`src/rtl/ifu_fetch.sv`:
```
// Instruction fetch unit: single-outstanding AXI-style read of the next instruction,
// held for decode until accepted, with redirect/kill handling for in-flight reads.
module ifu_fetch #(
    parameter logic [31:0] RESET_PC = 32'h8000_0000
) (
    input  logic        clk,
    input  logic        rst,
    output logic [31:0] araddr,
    output logic        arvalid,
    input  logic        arready,
    input  logic [31:0] rdata,
    input  logic [1:0]  rresp,
    input  logic        rvalid,
    output logic        rready,
    output logic [31:0] inst,
    output logic [31:0] inst_pc,
    output logic        inst_valid,
    input  logic        inst_ready,
    output logic        fetch_err,
    input  logic        redirect_valid,
    input  logic [31:0] redirect_pc
);

    typedef enum logic [1:0] {
        REQ    = 2'b00,
        WAIT_R = 2'b01,
        HOLD   = 2'b10
    } state_e;

    state_e      state_q, state_d;
    logic [31:0] pc_q, pc_d;
    logic [31:0] pc_pending_q, pc_pending_d;
    logic        kill_q, kill_d;
    logic [31:0] inst_q, inst_d;
    logic [31:0] inst_pc_q, inst_pc_d;
    logic        fetch_err_q, fetch_err_d;

    always_ff @(posedge clk) begin
        if (rst) begin
            state_q      <= REQ;
            pc_q         <= RESET_PC;
            pc_pending_q <= RESET_PC;
            kill_q       <= 1'b0;
            inst_q       <= '0;
            inst_pc_q    <= '0;
            fetch_err_q  <= 1'b0;
        end else begin
            state_q      <= state_d;
            pc_q         <= pc_d;
            pc_pending_q <= pc_pending_d;
            kill_q       <= kill_d;
            inst_q       <= inst_d;
            inst_pc_q    <= inst_pc_d;
            fetch_err_q  <= fetch_err_d;
        end
    end

    always_comb begin
        state_d      = state_q;
        pc_d         = pc_q;
        pc_pending_d = pc_pending_q;
        kill_d       = kill_q;
        inst_d       = inst_q;
        inst_pc_d    = inst_pc_q;
        fetch_err_d  = fetch_err_q;
        arvalid      = 1'b0;
        rready       = 1'b0;
        inst_valid   = 1'b0;

        case (state_q)
            REQ: begin
                // araddr must stay on pc until the handshake, so a redirect is parked in pc_pending
                arvalid = 1'b1;
                if (redirect_valid) begin
                    kill_d       = 1'b1;
                    pc_pending_d = redirect_pc;
                end
                if (arready) begin
                    state_d = WAIT_R;
                end
            end
            WAIT_R: begin
                rready = 1'b1;
                if (rvalid) begin
                    if (redirect_valid) begin
                        state_d = REQ;
                        pc_d    = redirect_pc;
                        kill_d  = 1'b0;
                    end else if (kill_q) begin
                        state_d = REQ;
                        pc_d    = pc_pending_q;
                        kill_d  = 1'b0;
                    end else begin
                        state_d     = HOLD;
                        inst_d      = rdata;
                        inst_pc_d   = pc_q;
                        fetch_err_d = (rresp != 2'b00);
                    end
                end else if (redirect_valid) begin
                    kill_d       = 1'b1;
                    pc_pending_d = redirect_pc;
                end
            end
            HOLD: begin
                inst_valid = 1'b1;
                if (redirect_valid) begin
                    state_d = REQ;
                    pc_d    = redirect_pc;
                end else if (inst_ready) begin
                    state_d = REQ;
                    pc_d    = pc_q + 32'd4;
                end
            end
            default: begin
                state_d = REQ;
            end
        endcase

        if (rst) begin
            arvalid    = 1'b0;
            rready     = 1'b0;
            inst_valid = 1'b0;
        end
    end

    assign araddr    = pc_q;
    assign inst      = inst_q;
    assign inst_pc   = inst_pc_q;
    assign fetch_err = fetch_err_q;

endmodule

```
`config.mk`:
```
export PLATFORM = sky130hd
export DESIGN_NAME = ifu_fetch
export DESIGN_NICKNAME = d
export VERILOG_FILES = /design/src/rtl/ifu_fetch.sv
export SDC_FILE = /design/constraint.sdc
export NUM_CORES = 1
export LEC_CHECK = 0
export CAP_MARGIN = 20
export CORE_ASPECT_RATIO = 0.75
export CORE_MARGIN = 4
export CORE_UTILIZATION = 45
export DETAILED_ROUTE_END_ITERATION = 7
export DONT_BUFFER_PORTS = 1
export GPL_TIMING_DRIVEN = 1
export HOLD_SLACK_MARGIN = 0.1
export PLACE_DENSITY = 0.58
export SLEW_MARGIN = 20
export SYNTH_ARGS = -nofsm -noshare
export SYNTH_HDL_FRONTEND = slang
export SYNTH_SLANG_ARGS = --single-unit
```
`constraint.sdc`:
```
create_clock -name clk -period 4 [get_ports clk]
set_clock_uncertainty 0.2 [all_clocks]
set_input_delay 0.8 -clock clk [delete_from_list [all_inputs] [get_ports clk]]
set_output_delay 0.8 -clock clk [all_outputs]
set_load 0.05 [all_outputs]
```
# Word-level counts from Yosys, hierarchy flattened
# Cells that the tools add are included.
[totals]
regBits = 132
input_bits = 72
wordCells = 50
output_inout_bits = 100
[op_classes]
n_reduce_logical = 8
bitwise_logic = 2
n_addsub = 1
eq_ne = 7
muxes = 25
[ops]
columns = ["op", "n"]
rows = [
  ["$mux W32", 7],
  ["$pmux W32 S2", 2],
  ["$add A32 B3 Y32 const B", 1],
  ["$mux W2", 6],
  ["$mux W1", 8],
  ["$reduce_and A4 Y1", 2],
  ["$ne A2 B2 Y1 const B", 3],
  ["$ne A3 B3 Y1 const B", 2],
  ["$pmux W2 S3", 1],
  ["$reduce_bool A2 Y1", 3],
  ["$reduce_and A3 Y1", 1],
  ["$eq A2 B1 Y1 const B", 1],
  ["$eq A2 B2 Y1 const B", 1],
  ["$logic_not A2 Y1", 1],
  ["$not A1 Y1", 2],
  ["$pmux W1 S2", 1],
  ["$reduce_and A2 Y1", 1],
]

# Depth between registers and ports, before layout
[depth]
ltp_word = 4
mapped_depth = 8
depth_no_buf = 6

# Worst setup path before layout
# OpenSTA, ideal clock, no wires.
[synth_path]
kind = "input port to output port"
start = "in rst"
end = "out rready"
path_slack_ps = 647
n_path_buf = 2
cell_stages = 3
t_required_ps = 3000
arrival_time_ps = 2353
path_cell_list = "clkbuf_1 > clkbuf_1 > nor3b_1"
[synth_between]
elab_chain_cells = 1
[synth_lines]
columns = ["element", "line_no", "text"]
rows = [
  ["from (decl)", "7", "input logic rst,"],
  ["$mux W1", "119", "if (rst) begin"],
  ["to (decl)", "14", "output logic rready,"],
]
# No other way between the ends.

# Worst setup path after layout
[layout_path]
start = "reg state_q[1]"
end = "out inst_valid"
[layout_between]
elab_chain_cells = 3
[layout_lines]
columns = ["element", "line_no", "text"]
rows = [
  ["from (decl)", "30", "state_e state_q, state_d;"],
  ["from (signal assigned)", "48", "state_q <= state_d;"],
  ["$eq A2 B2 Y1", "70", "case (state_q)"],
  ["$mux W1", "70", ""],
  ["$mux W1", "119", ""],
  ["to (decl)", "17", "output logic inst_valid,"],
]
# No other way between the ends.

==> metrics.cfg <==
[cells_and_area]
diodes = 0
drive_gt1_share_pct = 8.93
syn_to_final_growth_pct = 13.8
layout.nets = 844
fillers = 1211

[global_route]
grt_usage_pct = 23.5
grt_pass1_wl_um = 28300
grt_overflow = 0
grt_max_degree = 132
grt_pass1_vias = 5192
antenna_found_initial = 0

[yosys]
synthesis.nets = 861
synth_top_area_cell = dfxtp_1
synthSimpleGateAreaFrac_pct = 26.1
synth-xor-area-share_pct = 0
syn_area_sq_um = 5840
synth_top_family_by_area = simple AND/OR/NAND/NOR gates
synth_cell_type_count = 57
synth.most_common_cell = nand2_1
async_reset_ff_share_pct = 0
netlist.area_leader.share_pct = 45.2
syn_inst = 788
synth_adder_area_share_pct = 0.214
synth_compound_area_share_pct = 22.5
synth-seq-area-share_pct = 45.2
muxShareOfSynthArea_pct = 0.685
synth_commonest_cells = nand2_1 (240), dfxtp_1 (132), a21oi_1 (126)
synthTopCellsByArea = dfxtp_1 (45%), nand2_1 (15%), a21oi_1 (11%)
synth_warnings = 0
synth_top_flop_cell = dfxtp_1
synth-edff-count = 0
ys_ff_latch = 132
synth_area_per_cell_sq_um = 7.42

[setup_path]
cp_max_fo = 37
crit_path_end_kind = primary output
criticalPathCategory = reg -> out
crit_path_start_kind = register
arrival_ps = 1940
r2r_start = araddr[2]
crit_path_start = state_q[1]
cp.required_ps = 3000

[clock_network]
cts_root_buf = clkbuf_16
cts.path.max_buffers = 2
insertion_delay_ps = 410
clk_pin_slew_ps = 60
cts_sinks = 132
cts_setup_buffers = 0
numCtsBuffers = 17
cts_hold_buffers = 0
cts_tree = yes
post_cts_resize_count = 0
htree_levels = 4

[pwr]
leakagePower_nw = 2.26
power_density_nw_per_um2 = 494
peakVddDrop_mv = 0.315

[timing]
fin_ws_ps = 1060
finalSetupTns_ps = 0
rsz0062_at_grt = false
setup_viol = 0
drv_slew = 0
max-slew-margin-rel_pct = 42.5
fmax_mhz = 341
worst_slew_pin_slew_ps = 858
min_period_ps = 2940
final_hold_viol_count = 0
period_share_pct = 73.4

[place]
io_buffers = 0
place_ws_ps = 1210
gp_congestion = 0.877
dp_hpwl_um = 12000

[status]
status = completed

[hold_path]
min_from = pc_pending_q[26]
hp-class = reg -> reg

[detailed_routing]
drc = 0
ant_nets = 0
drtPass1Iterations = 6
first_iter_violations = 649
routedWlPerCell_um = 18.9
routed_wl_um = 18000
vias = 5667
via_per_inst = 5.97

[floorplan]
coreArea_sq_um = 12500
dieWidth_um = 140
fp.dieH_um = 107
start_util_pct = 46.8
placementRows = 35
io_pins = 172
dieArea_sq_um = 14900

[job]
drv_cap = 0

[logic make-up (layout without fill, tap and decap cells)]
group,count (synthesis),after routing
mux,4,4
simple gates,348,348
buf+inv,75,71
fa+ha+maj,1,1
compound gates,228,228
flops,132,132
[worst max-delay path: stages, from the launching register on]
cell	delay, ps
dfxtp_1	630
nand2b_1	220
buf_4	320
nor2_1	140
buf_4	210
[sequential cells by signal, indices dropped and copies added (netlist names)]
name          count
araddr           32
inst             32
inst_pc          32
pc_pending_q     32
state_q           2
fetch_err         1
kill_q            1
[area by class of cell]
class / count / area [sq um] / area share, %
Multi-Input combinational cell: 581 / 2930 / 44.0
Sequential cell: 132 / 2640 / 39.7
Clock buffer: 19 / 443 / 6.66
Tap cell: 166 / 208 / 3.12
Timing Repair Buffer: 27 / 203 / 3.05
Clock inverter: 13 / 181 / 2.73
Inverter: 12 / 45.0 / 0.677
[layer usage]
metal | share of wire [%] | vias to the layer above | GRT usage, %
met4 | 1.3 | 0 | 6.22
met5 | 0 | - | 0
met1 | 43 | 2712 | 31.0
li1 | - | 2708 | -
met2 | 46 | 219 | 36.7
met3 | 9.9 | 28 | 8.38
[power breakdown]
| group | internal (W) | leakage, nW | switching (W) | total, W |
|---|---|---|---|---|
| logic | 0.0000669 | 0.880 | 0.000129 | 0.000196 |
| clock network | 0.00106 | 0.303 | 0.000592 | 0.00165 |
| registers | 0.00136 | 1.07 | 0.0000834 | 0.00144 |
| total | 0.00248 | 2.26 | 0.000805 | 0.00329 |
[per-stage QoR]
stage	hold slack (ps)	utilization (%)	instance area, sq um	instances	total power, W
floorplan	232	-	5840	788	0.00163
detailed placement	242	48.3	6030	918	0.00166
finish	251	53.3	6650	950	0.00329
CTS	240	53.3	6650	950	0.00331
global route	229	53.3	6650	950	0.00341
global placement	232	48.3	6030	918	0.00166
[cell usage in the layout (no fill, tap or decap), drive strengths merged, types with 7 or more instances in the layout]
cell	synthesis	final
and3	7	7
nand3	15	15
buf	20	27
nand2	240	240
a21oi	126	126
nor2	20	20
nand4	10	10
dfxtp	132	132
o21ai	44	44
nor3	20	20
clkbuf	43	19
a211oi	8	8
inv	12	13
nor4	8	8
a31oi	7	7
[final timing paths]
kind                           end  slack (ps)  cells past startpoint
setup / recovery        inst_valid        1060                      4
hold / removal    pc_pending_q[26]         250                      2
setup reg to reg        araddr[20]        1150                      6
hold reg to reg   pc_pending_q[26]         250                      2
No activity file was read; power rests on OpenSTA's default activity.
